--- src/rtl/seq_alu_pkg.sv ---
// Shared op and state encodings for the
// sequential ALU.
package seq_alu_pkg;

  typedef enum logic [1:0] {
    OP_NAND = 2'b00,
    OP_ROL  = 2'b01,
    OP_ADD  = 2'b10,
    OP_SUB  = 2'b11
  } op_e;

  typedef enum logic [1:0] {
    IDLE = 2'b00,
    EXEC = 2'b01,
    DONE = 2'b10
  } state_e;

endpackage

--- src/rtl/seq_alu_alu_core.sv ---
// Single-cycle result and flag logic; the
// rotate value is sequenced by the top.
import seq_alu_pkg::*;

module alu_core #(
  parameter int WIDTH = 7
) (
  input  logic [WIDTH-1:0] i_a,
  input  logic [WIDTH-1:0] i_b,
  input  op_e              i_op,
  input  logic [WIDTH-1:0] i_rot,
  input  logic             i_rot_c,
  output logic [WIDTH-1:0] o_r,
  output logic             o_zero,
  output logic             o_carry
);

  logic [WIDTH:0] w_sum;
  logic [WIDTH:0] w_dif;

  assign w_sum = {1'b0, i_a} + {1'b0, i_b};
  assign w_dif = {1'b0, i_a} - {1'b0, i_b};

  always_comb begin
    o_r     = '0;
    o_carry = 1'b0;
    unique case (1'b1)
      (i_op == OP_NAND): begin
        o_r = ~(i_a & i_b);
      end
      (i_op == OP_ROL): begin
        o_r     = i_rot;
        o_carry = i_rot_c;
      end
      (i_op == OP_ADD): begin
        o_r     = w_sum[WIDTH-1:0];
        o_carry = w_sum[WIDTH];
      end
      (i_op == OP_SUB): begin
        o_r     = w_dif[WIDTH-1:0];
        // top bit set means a borrow
        o_carry = ~w_dif[WIDTH];
      end
    endcase
    o_zero = (o_r == '0);
  end

endmodule

--- src/rtl/seq_alu.sv ---
// Sequential ALU: one op at a time, ROL
// rotates one bit per cycle.
import seq_alu_pkg::*;

module seq_alu #(
  parameter int WIDTH = 7
) (
  input  logic             clk,
  input  logic             rst,
  input  logic             in_valid,
  output logic             in_ready,
  input  logic [WIDTH-1:0] A,
  input  logic [WIDTH-1:0] B,
  input  logic [1:0]       OP,
  output logic             out_valid,
  input  logic             out_ready,
  output logic [WIDTH-1:0] R,
  output logic             zero,
  output logic             carry
);

  localparam int CW = $clog2(WIDTH);

  state_e           r_state;
  op_e              r_op;
  logic [WIDTH-1:0] r_work;
  logic [WIDTH-1:0] r_b;
  logic [CW-1:0]    r_cnt;
  logic             r_cbit;

  logic [WIDTH-1:0] w_r;
  logic             w_zero;
  logic             w_carry;
  logic             w_step;

  assign in_ready = (r_state == IDLE) && !rst;
  assign w_step   = (r_op == OP_ROL) &&
                    (r_cnt != '0);

  alu_core #(.WIDTH(WIDTH)) u_core (
    .i_a     (r_work),
    .i_b     (r_b),
    .i_op    (r_op),
    .i_rot   (r_work),
    .i_rot_c (r_cbit),
    .o_r     (w_r),
    .o_zero  (w_zero),
    .o_carry (w_carry)
  );

  always_ff @(posedge clk) begin
    if (rst) begin
      r_state   <= IDLE;
      r_op      <= OP_NAND;
      r_work    <= '0;
      r_b       <= '0;
      r_cnt     <= '0;
      r_cbit    <= 1'b0;
      out_valid <= 1'b0;
      R         <= '0;
      zero      <= 1'b0;
      carry     <= 1'b0;
    end else begin
      unique case (r_state)
        IDLE: begin
          if (in_valid) begin
            r_op    <= op_e'(OP);
            r_work  <= A;
            r_b     <= B;
            r_cnt   <= CW'(B % WIDTH);
            r_cbit  <= 1'b0;
            r_state <= EXEC;
          end
        end
        EXEC: begin
          if (w_step) begin
            r_work <= {r_work[WIDTH-2:0],
                       r_work[WIDTH-1]};
            r_cbit <= r_work[WIDTH-1];
            r_cnt  <= r_cnt - 1'b1;
          end else begin
            R         <= w_r;
            zero      <= w_zero;
            carry     <= w_carry;
            out_valid <= 1'b1;
            r_state   <= DONE;
          end
        end
        DONE: begin
          if (out_ready) begin
            out_valid <= 1'b0;
            r_state   <= IDLE;
          end
        end
        default: r_state <= IDLE;
      endcase
    end
  end

endmodule

--- config.mk ---
export PLATFORM = sky130hd
export DESIGN_NAME = seq_alu
export DESIGN_NICKNAME = d
export VERILOG_FILES = /design/src/rtl/seq_alu_pkg.sv /design/src/rtl/seq_alu_alu_core.sv /design/src/rtl/seq_alu.sv
export SDC_FILE = /design/constraint.sdc
export NUM_CORES = 1
export LEC_CHECK = 0
export ABC_AREA = 1
export CORE_MARGIN = 3
export CORE_UTILIZATION = 45
export DETAILED_ROUTE_END_ITERATION = 16
export PLACE_DENSITY = 0.68
export RECOVER_POWER = 50
export SLEW_MARGIN = 15
export SYNTH_ARGS = -nofsm -noshare
export SYNTH_HDL_FRONTEND = slang
export SYNTH_HIERARCHICAL = 1
export SYNTH_SLANG_ARGS = --single-unit
--- constraint.sdc ---
create_clock -name clk -period 3.9 [get_ports clk]
set_input_delay 0.78 -clock clk [delete_from_list [all_inputs] [get_ports clk]]
set_output_delay 0.78 -clock clk [all_outputs]
set_load 0.01 [all_outputs]
==> out/qor.tcl, run 1 <==
set qor(outcome) {finished, final reports clean}
set qor(tritoncts.num_buffers) 5
set qor(synth-warning-count) 6
set qor(synthesis.area_sq_um) 3024
set qor(power_per_cell_area_nw_per_um2) 343.9
set qor(cp_slowest_cell) {ha_2}
set qor(place.gp.congestion) 0.8706
set qor(crit_path_start) {B[4]}
set qor(floorplan.core_area_sq_um) 6422
set qor(finalNetCount) 603
set qor(path_max_fanout) 7
set qor(area.sequential_sq_um) 640.6
set qor(most_used_dff_post_synth) {dfxtp_1}
set qor(synthToLayoutAreaGrowth_pct) 35.62
set qor(portBuffers) 30
set qor(library_cells_used_by_synthesis) 37
set qor(cp.arrival_ns) 3.88
set qor(worst_r2r_startpoint) {r_work[0]}
set qor(flop2flop_setup_slack_ns) 1.69
set qor(drive_above_1_share_pct) 27.09
set qor(rr_endpoint) {zero}
set qor(hold_class) {reg -> reg}
set qor(antenna_violating_nets_post_route) 0
set qor(cp_data_required_time_ns) 4.13
set qor(worst_ir_drop_vdd_mv) 0.1624
set qor(cp_slowest_stage_delay_ns) 0.21
set qor(fin_total_pwr_mw) 1.411
set qor(finalHoldViolations) 0
set qor(worst_setup_path_type) {in -> reg}
set qor(cts_tree) {yes}
set qor(clk-insertion-delay-late_ns) 0.29
set qor(finalCritPeriodShare_pct) 93.65
set qor(die_x_um) 87.98
set qor(htree_levels) 2
set qor(yosysSeqAreaShare_pct) 21.18
set qor(multi_input_area_sq_um) 2235
set qor(timing_worst_slew_pin_value_ns) 0.6674
set qor(rr_worst_depth) 14
set qor(timing.fmax_ghz) 0.2738
set qor(clock_tree.buffer_depth) 2
set qor(finClkSkew_ns) 0.009721
set qor(hold_path_startpoint) {out_valid}
set qor(cts_hold_buffers) 0
set qor(synth_async_sr_flop_share_pct) 0
set qor(initial_core_util_pct) 47.09
set qor(grt_use_total_pct) 20.36
set qor(worst_hold_path.endpoint) {out_valid}
set qor(power.leakage_nw) 2.042
set qor(final_core_util_pct) 63.86
set qor(synth_top_cell_by_area) {dfxtp_1}
set qor(place_hpwl_um) 5961
set qor(timing.critical_path.from_type) {input pin}
set qor(drv_cap) 0
set qor(setup_viol) 0
set qor(yosys-top-cells-count) {nand2_1, inv_1, nor2_1}
set qor(via_per_inst) 5.154
set qor(grt_start_max_net_pins) 30
set qor(number_of_global_route_vias_before_repair) 3108
set qor(detailroute.via_count) 3288
set qor(endpoint_kind) {flip-flop}
set qor(boundary_pin_count) 31
set qor(holdPathStages) 2
set qor(synth_fp_nets) 520
set qor(timing.slew.headroom_pct) 55.46
set qor(grt_pass1_wl_um) 12790
set qor(drt_pass1_iterations) 4
set qor(drt_wl_total_um) 7811
set qor(antennaDiodeCount) 0
set qor(final.min_clock_period_ns) 3.652
set qor(timing_max_transition_violations_final) 0
set qor(ys_top_cells_by_area) {dfxtp_1, nand2_1, ha_1, inv_1, nand3_1}
set qor(synthesis.instances) 477
set qor(avg_inst_size_synth_sq_um) 6.340
set qor(drt_first_iter_violations) 160
set qor(globalRoute.totalOverflow) 0
set qor(numClockSinks) 32
set qor(drt_drc_violations_left) 0
set qor(core.rowCount) 29
set qor(avgRoutedWirePerCell_um) 12.24
set qor(placedCellCount) 622
set qor(rsz0062_at_grt) {no}
set qor(yosysTopAreaCellShare_pct) 21.18
set qor(design.die.area_sq_um) 7740
set qor(number_of_antenna_violations_at_the_first_check_in_global_routing) 0
set qor(cts_root_buf) {clkbuf_8}
set qor(synth_most_common_cell) {nand2_1}
set qor(holdWs_ns) 0.4740
set qor(clk_transition_reported_paths_ns) 0.07
set qor(synth-edff-count) 0
set qor(chipHeight_um) 87.98
set qor(fillerInstances) 557
set qor(synth_seq_cells) 32
set qor(final_cell_count_no_fill) 638
[worst max-delay path: cells and delay by family]
family | cells | cell delay, ns
AND/OR/NAND/NOR | 13 | 1.21
adder cells (fa/ha/maj) | 3 | 0.57
XOR/XNOR | 1 | 0.16
AO/OA/AOI/OAI | 3 | 0.45
buffers and inverters | 6 | 0.69
[cell families after synthesis]
logic type	share of synthesized area [%]
and+or+nand+nor	41.54
buffers and inverters	11.50
AOI/OAI and AO/OA	14.03
DFF	21.18
adders and majority gates	10.01
xor gates and xnor gates	1.738
[through the flow]
stage          area [sq um]  TNS [ns]  setup slack [ns]
2_1_floorplan          3032         0          0.009111
3_3_place_gp           3729    -1.368           -0.4578
3_5_place_dp           3729    -1.829           -0.6175
4_1_cts                3924         0           0.08208
5_1_grt                4101         0          0.003816
6_report               4101         0            0.2477
[where the power goes]
group | leakage [nW] | internal, mW | switching (mW)
Sequential | 0.264 | 0.360 | 0.0315
Combinational | 1.72 | 0.311 | 0.393
Clock | 0.0552 | 0.190 | 0.126
[registers in the layout, summed over array words and instances (netlist names)]
name / flops
R: 7
r_b: 7
r_work: 7
r_cnt: 3
r_op: 2
r_state: 2
carry: 1
out_valid: 1
r_cbit: 1
zero: 1
[placed cells by master (no fill, tap or decap), types with 3 or more instances in the layout]
| cell | instances |
|---|---|
| ha_1 | 16 |
| nor2_1 | 45 |
| ha_4 | 3 |
| inv_2 | 13 |
| a21oi_1 | 22 |
| nand3_4 | 6 |
| nand4_1 | 10 |
| dfxtp_1 | 32 |
| buf_6 | 3 |
| clkbuf_8 | 5 |
| nand2_2 | 21 |
| a31oi_1 | 6 |
| nand3_1 | 38 |
| nand4_2 | 3 |
| clkdlybuf4s50_1 | 16 |
| nand2_4 | 5 |
| o21ai_0 | 34 |
| nor2_4 | 7 |
| nand3_2 | 11 |
| xnor2_1 | 3 |
| dlygate4sd3_1 | 11 |
| nand2_1 | 99 |
| nor2_2 | 4 |
| buf_4 | 53 |
| inv_1 | 60 |
| a21oi_2 | 6 |
[what timing repair did]
item,CTS,global route
pin swaps,14,27
resized for setup,13,44
setup endpoints to repair,3,3
setup buffers,5,3
[worst max path at each step]
stage	end	depth (start not counted)
after floorplan	r_cnt[2]	27
after global placement	r_cnt[0]	25
after detailed placement	r_cnt[1]	25
after CTS	r_cnt[1]	25
after global routing	r_cnt[0]	27
final	r_cnt[0]	26
[cell type report]
class	instances	area share [%]
clock buffers	6	1.769
inverters	76	7.016
well taps	77	2.349
multi-input cells	359	54.48
flip-flops and latches	32	15.62
repair buffers	86	17.91
clock inverters	2	0.8542
[layer usage]
metal | share of wire, % | up-vias | wire (um) | track usage [%]
li1 | - | 1712 | - | -
met1 | 43 | 1495 | 3336 | 22.51
met2 | 52 | 63 | 4071 | 38.08
met3 | 2.3 | 18 | 176 | 2.634
met4 | 2.9 | 0 | 227 | 9.623
met5 | 0 | - | 0 | 0
(Power assumes the default switching activity.)
==> run 2: changes to the inputs <==
--- a/config.mk
+++ b/config.mk
@@ -10,9 +10,9 @@
 export CORE_UTILIZATION = 45
 export DETAILED_ROUTE_END_ITERATION = 16
 export PLACE_DENSITY = 0.68
-export RECOVER_POWER = 50
 export SLEW_MARGIN = 15
 export SYNTH_ARGS = -nofsm -noshare
 export SYNTH_HDL_FRONTEND = slang
 export SYNTH_HIERARCHICAL = 1
 export SYNTH_SLANG_ARGS = --single-unit
+export TNS_END_PERCENT = 100
==> out/qor.tcl, run 2 (synthesis gave the netlist of run 1 again) <==
set qor(outcome) {finished, final reports clean}
set qor(place.gp.congestion) 0.8706 ;# unchanged
set qor(finalCritPeriodShare_pct) 93.71 ;# about the same
set qor(setup_viol) 0 ;# unchanged
set qor(drt_first_iter_violations) 155 ;# -3.1%
set qor(clk_transition_reported_paths_ns) 0.07 ;# about the same
set qor(worst_r2r_startpoint) {r_work[0]}
set qor(worst_setup_path_type) {in -> reg}
set qor(endpoint_kind) {flip-flop}
set qor(setup_ws_ns) 0.2454 ;# -0.002319 ns
set qor(layout.cells.most_common_list) {nand2_1, inv_1, buf_4}
set qor(layout_commonest_cell) {nand2_1}
set qor(drt_wl_total_um) 7811 ;# unchanged
set qor(antenna_violating_nets_post_route) 0 ;# unchanged
set qor(antennaDiodeCount) 0 ;# unchanged
set qor(detailroute.via_count) 3277 ;# -0.33%
set qor(hold_path_startpoint) {out_valid}
set qor(stdcell_area_sq_um) 4101 ;# unchanged
set qor(finClkSkew_ns) 0.008926 ;# -0.0007943 ns
set qor(finalNetCount) 603 ;# unchanged
set qor(cp.arrival_ns) 3.88 ;# about the same
set qor(timing_max_transition_violations_final) 0 ;# unchanged
set qor(drv_cap) 0 ;# unchanged
set qor(floorplan.core_area_sq_um) 6422 ;# unchanged
set qor(reg.largest.list) {R (7), r_b (7), r_work (7)}
set qor(timing.slew.headroom_pct) 55.50 ;# about the same
set qor(crit_path_start) {B[4]}
set qor(chipHeight_um) 87.98 ;# unchanged
set qor(number_of_global_route_vias_before_repair) 3108 ;# unchanged
set qor(final_core_util_pct) 63.86 ;# unchanged
set qor(grt_use_total_pct) 20.36 ;# unchanged
set qor(tritoncts.num_buffers) 5 ;# unchanged
set qor(clock_tree.buffer_depth) 2 ;# unchanged
set qor(portBuffers) 30 ;# unchanged
set qor(rsz0062_at_grt) {no}
set qor(cts_tree) {yes}
set qor(power.leakage_nw) 2.014 ;# -1.4%
set qor(grt_pass1_wl_um) 12790 ;# unchanged
set qor(htree_levels) 2 ;# unchanged
set qor(boundary_pin_count) 31 ;# unchanged
set qor(drive_above_1_share_pct) 27.09 ;# unchanged
set qor(globalRoute.totalOverflow) 0 ;# unchanged
set qor(power_per_cell_area_nw_per_um2) 345.3 ;# +0.41%
set qor(synthToLayoutAreaGrowth_pct) 35.62 ;# unchanged
set qor(core.rowCount) 29 ;# unchanged
set qor(grt_start_max_net_pins) 30 ;# unchanged
set qor(number_of_antenna_violations_at_the_first_check_in_global_routing) 0 ;# unchanged
set qor(drt_drc_violations_left) 0 ;# unchanged
set qor(cp_data_required_time_ns) 4.13 ;# about the same
set qor(drt_pass1_iterations) 5 ;# +1
set qor(finalHoldViolations) 0 ;# unchanged
set qor(cts_root_buf) {clkbuf_8}
set qor(placement.cell_area_sq_um) 3729 ;# unchanged
set qor(worst_ir_drop_vdd_mv) 0.1626 ;# about the same
set qor(timing_worst_slew_pin_value_ns) 0.6668 ;# -0.0005623 ns
set qor(numClockSinks) 32 ;# unchanged
set qor(initial_core_util_pct) 47.09 ;# unchanged
set qor(clk-insertion-delay-late_ns) 0.29 ;# about the same
set qor(dpl_worst_slack_ns) -0.6175 ;# unchanged
set qor(timing.setup.tns_ns) 0 ;# unchanged
set qor(via_per_inst) 5.136 ;# -0.33%
set qor(die_x_um) 87.98 ;# unchanged
set qor(path_max_fanout) 7 ;# unchanged
set qor(timing.critical_path.from_type) {input pin}
set qor(fin_total_pwr_mw) 1.416 ;# +0.41%
set qor(design.die.area_sq_um) 7740 ;# unchanged
set qor(final.min_clock_period_ns) 3.655 ;# +0.002319 ns
set qor(timing.fmax_ghz) 0.2736 ;# about the same
set qor(avgRoutedWirePerCell_um) 12.24 ;# unchanged
set qor(hold_class) {reg -> reg}
set qor(place_hpwl_um) 5961 ;# unchanged
[run 2: area by class of cell]
class / instances / area, sq um
clock buffer: 6 / 72.57
clock inverter: 2 / 35.03
fill: 557 / 2321
inverter: 76 / 287.8
multi-input combinational: 359 / 2235
sequential: 32 / 640.6
tap: 77 / 96.34
timing repair buffer: 86 / 734.5
[run 2: critical path, stage by stage]
cell and delay [ns]:
clkdlybuf4s15_1 0.18, ha_2 0.21, ha_4 0.20, buf_6 0.13
nand2_8 0.07, nand3_4 0.09, nor2_4 0.15, nand3_4 0.10
buf_6 0.13, buf_4 0.12, a21oi_1 0.15, nand2_1 0.10
nand3_2 0.10, nand2_2 0.06, inv_2 0.07, nand2_2 0.07
nor2_4 0.11, nand3_4 0.09, xor2_2 0.16, inv_2 0.06
ha_4 0.16, a21oi_4 0.17, nand3_2 0.12, nand2_2 0.08
nand3_2 0.07, a21oi_2 0.13
[run 2: power breakdown]
group / switching [mW] / internal, mW / total, mW / leakage (nW)
Combinational: 0.393 / 0.315 / 0.708 / 1.69
Sequential: 0.0317 / 0.360 / 0.392 / 0.264
Clock: 0.127 / 0.190 / 0.316 / 0.0552
Total: 0.552 / 0.865 / 1.42 / 2.01
[run 2: what timing repair did]
item	in CTS	in global routing
pin swaps	14	27
hold endpoints to repair	0	0
endpoints found under the setup margin	3	3
hold buffers	0	0
gates resized for setup	13	44
buffers inserted	5	3
[run 2: worst paths after layout]
| kind | to | slack, ns | cells past startpoint |
|---|---|---|---|
| max | r_cnt[0] | 0.25 | 26 |
| min | out_valid | 0.48 | 2 |
| max reg2reg | zero | 1.70 | 14 |
| min reg2reg | out_valid | 0.48 | 2 |
[run 2: metal layers]
metal / wire length [um] / up-vias / GRT usage, %
li1: - / 1709 / -
met1: 3316 / 1483 / 22.51
met2: 4055 / 63 / 38.08
met3: 196 / 22 / 2.634
met4: 243 / 0 / 9.623
met5: 0 / - / 0
[run 2: through the flow]
| step | std cells | hold slack, ns |
|---|---|---|
| after floorplan | 477 | 0.4814 |
| after global placement | 622 | 0.4559 |
| after detailed placement | 622 | 0.4699 |
| after CTS | 635 | 0.4814 |
| after global routing | 638 | 0.5078 |
| final | 638 | 0.4774 |
==> run 3: changes to the inputs <==
--- a/config.mk
+++ b/config.mk
@@ -7,9 +7,9 @@
 export LEC_CHECK = 0
 export ABC_AREA = 1
 export CORE_MARGIN = 3
-export CORE_UTILIZATION = 45
+export CORE_UTILIZATION = 30
 export DETAILED_ROUTE_END_ITERATION = 16
-export PLACE_DENSITY = 0.68
+export SKIP_LAST_GASP = 1
 export SLEW_MARGIN = 15
 export SYNTH_ARGS = -nofsm -noshare
 export SYNTH_HDL_FRONTEND = slang
==> out/qor.tcl, run 3 (synthesis gave the netlist of run 1 again) <==
set qor(drive_above_1_share_pct) 26.24 ;# -0.85 points
set qor(drt_first_iter_violations) 135 ;# -13%
set qor(power_per_cell_area_nw_per_um2) 346.3 ;# +0.28%
set qor(finalHoldViolations) 0 ;# unchanged
set qor(stdcell_area_sq_um) 4136 ;# +0.85%
set qor(hold_class) {reg -> reg}
set qor(die_x_um) 106.4 ;# +21%
set qor(rr_worst_depth) 8 ;# -6
set qor(cp_data_required_time_ns) 4.12 ;# about the same
set qor(outcome) {finished, final reports clean}
set qor(placement.cell_area_sq_um) 3784 ;# +1.5%
set qor(finalCritPeriodShare_pct) 93.05 ;# -0.65 points
set qor(cts_root_buf) {clkbuf_8}
set qor(timing.slew.headroom_pct) 56.05 ;# +0.56 points
set qor(layout.cells.most_common_list) {nand2_1, inv_1, buf_4}
set qor(holdPathStages) 2 ;# unchanged
set qor(cts_tree) {yes}
set qor(place_hpwl_um) 6043 ;# +1.4%
set qor(reg.largest.list) {R (7), r_b (7), r_work (7)}
set qor(clock_tree.buffer_depth) 2 ;# unchanged
set qor(detailroute.via_count) 3245 ;# -0.98%
set qor(tritoncts.num_buffers) 5 ;# unchanged
set qor(final.min_clock_period_ns) 3.629 ;# -0.02545 ns
set qor(flop2flop_setup_slack_ns) 1.63 ;# -0.07 ns
set qor(antenna_violating_nets_post_route) 0 ;# unchanged
set qor(drt_pass1_iterations) 4 ;# -1
set qor(worst_hold_path.endpoint) {out_valid}
set qor(portBuffers) 30 ;# unchanged
set qor(clk-insertion-delay-late_ns) 0.28 ;# about the same
set qor(grt_use_total_pct) 13.59 ;# -6.8 points
set qor(finClkSkew_ns) 0.004637 ;# -0.004290 ns
set qor(boundary_pin_count) 31 ;# unchanged
set qor(power.leakage_nw) 2.023 ;# +0.48%
set qor(rr_endpoint) {r_work[0]}
set qor(final_core_util_pct) 42.32 ;# -22 points
set qor(core.rowCount) 36 ;# +24%
set qor(fillerInstances) 1051 ;# +89%
set qor(drv_cap) 0 ;# unchanged
set qor(design.die.area_sq_um) 11320 ;# +46%
set qor(worst_r2r_startpoint) {r_state[0]}
set qor(timing_max_transition_violations_final) 0 ;# unchanged
set qor(globalRoute.totalOverflow) 0 ;# unchanged
set qor(timing.setup.tns_ns) 0 ;# unchanged
set qor(floorplan.core_area_sq_um) 9774 ;# +52%
set qor(endpoint_kind) {flip-flop}
set qor(synthToLayoutAreaGrowth_pct) 36.78
set qor(initial_core_util_pct) 30.94 ;# -16 points
set qor(finalNetCount) 606 ;# +0.50%
set qor(numClockSinks) 32 ;# unchanged
set qor(htree_levels) 2 ;# unchanged
set qor(worst_setup_path_type) {in -> reg}
set qor(drt_wl_total_um) 7793 ;# -0.23%
set qor(timing.fmax_ghz) 0.2755 ;# +0.70%
set qor(drt_drc_violations_left) 0 ;# unchanged
set qor(layout_commonest_cell) {nand2_1}
set qor(antennaDiodeCount) 0 ;# unchanged
set qor(setup_viol) 0 ;# unchanged
set qor(via_per_inst) 4.656 ;# -9.4%
set qor(grt_pass1_wl_um) 12860 ;# +0.54%
set qor(chipHeight_um) 106.4 ;# +21%
set qor(timing.critical_path.from_type) {input pin}
set qor(cp.arrival_ns) 3.85 ;# -0.03 ns
set qor(number_of_antenna_violations_at_the_first_check_in_global_routing) 0 ;# unchanged
set qor(clk_transition_reported_paths_ns) 0.07 ;# about the same
set qor(grt_start_max_net_pins) 30 ;# unchanged
set qor(avgRoutedWirePerCell_um) 11.18 ;# -8.7%
set qor(path_max_fanout) 6 ;# -1
set qor(worst_ir_drop_vdd_mv) 0.1423 ;# -12%
set qor(place.gp.congestion) 0.8353 ;# -4.1%
set qor(rsz0062_at_grt) {no}
set qor(number_of_global_route_vias_before_repair) 2966 ;# -4.6%
set qor(hold_path_startpoint) {out_valid}
set qor(timing_worst_slew_pin_value_ns) 0.6585 ;# -0.008321 ns
run 3: cell count changes in the layout (fill, tap and decap cells not counted), moves of 2 or more:
cell             previous run  this run
inv_1                      60        62
buf_6                       3         1
inv_2                      13        11
nand3_2                    11         9
clkbuf_8                    5         7
nand3_1                    38        40
buf_4                      53        58
clkdlybuf4s15_1             2         0
nor2_4                      7         3
nor2_2                      4         9
nand2_1                    99       105
clkbuf_2                    0         2
nand2_2                    21        16
run 3: power by group:
part | total, mW | internal, mW | leakage (nW) | switching, mW
logic | 0.687 | 0.310 | 1.69 | 0.377
clock network | 0.352 | 0.225 | 0.0645 | 0.126
registers | 0.394 | 0.361 | 0.264 | 0.0332
run 3: how the worst max path moves through the flow:
stage               start        to  slack, ns  cells past startpoint
global placement     B[4]  r_cnt[0]      -0.44                     27
CTS                  B[6]  r_cnt[1]       0.05                     26
floorplan            B[4]  r_cnt[2]      0.009                     27
detailed placement   B[4]  r_cnt[1]      -0.58                     27
finish               B[4]  r_cnt[1]       0.27                     26
global route         B[4]  r_cnt[0]       0.02                     27
run 3: area by class of cell:
type,count,area (sq um),area share [%]
Timing Repair Buffer,89,739.5,17.88
Multi-Input combinational cell,359,2176,52.60
Tap cell,133,166.4,4.023
Inverter,76,287.8,6.957
Clock buffer,7,96.34,2.329
Clock inverter,1,30.03,0.7260
Sequential cell,32,640.6,15.49
run 3: worst max-delay path, cell delays in order:
cell and delay, ns:
clkbuf_2 0.09, ha_2 0.20, ha_4 0.16, buf_4 0.15, nand2_1 0.08, nand2_2 0.09
nand3_4 0.12, buf_4 0.14, nand2_1 0.09, nor2_2 0.17, nand2_1 0.09, o21ai_1 0.10
nand2_1 0.11, nand3_2 0.10, nand3_1 0.09, nor2_2 0.13, nand2_1 0.11, nand3_4 0.08
xor2_2 0.17, inv_2 0.06, ha_4 0.17, a21oi_4 0.16, nand3_2 0.10, nand2_1 0.08
nand3_1 0.08, a21oi_2 0.14
run 3: metrics by stage:
stage                     hold WS [ns]  instances  worst slack [ns]  power (mW)
after global placement          0.4561        676           -0.4386       1.011
after CTS                       0.4678        691           0.05164       1.404
after floorplan                 0.4814        477          0.009111      0.8206
final                           0.4667        697            0.2709       1.432
after detailed placement        0.4570        676           -0.5837       1.023
after global routing            0.5057        697           0.01565       1.544
run 3: per-layer routing:
| metal | GRT usage, % | vias up | part of all wire (%) |
|---|---|---|---|
| li1 | - | 1709 | - |
| met1 | 16.48 | 1468 | 45 |
| met2 | 24.62 | 58 | 50 |
| met3 | 2.004 | 10 | 3.4 |
| met4 | 4.070 | 0 | 1.7 |
| met5 | 0 | - | 0 |
run 3: repair_timing:
action	4_1_cts	5_1_grt
hold endpoints to repair	0	0
setup buffers	7	6
pin swaps	11	19
endpoints found under the setup margin	3	3
hold buffers	0	0
resized for setup	14	28
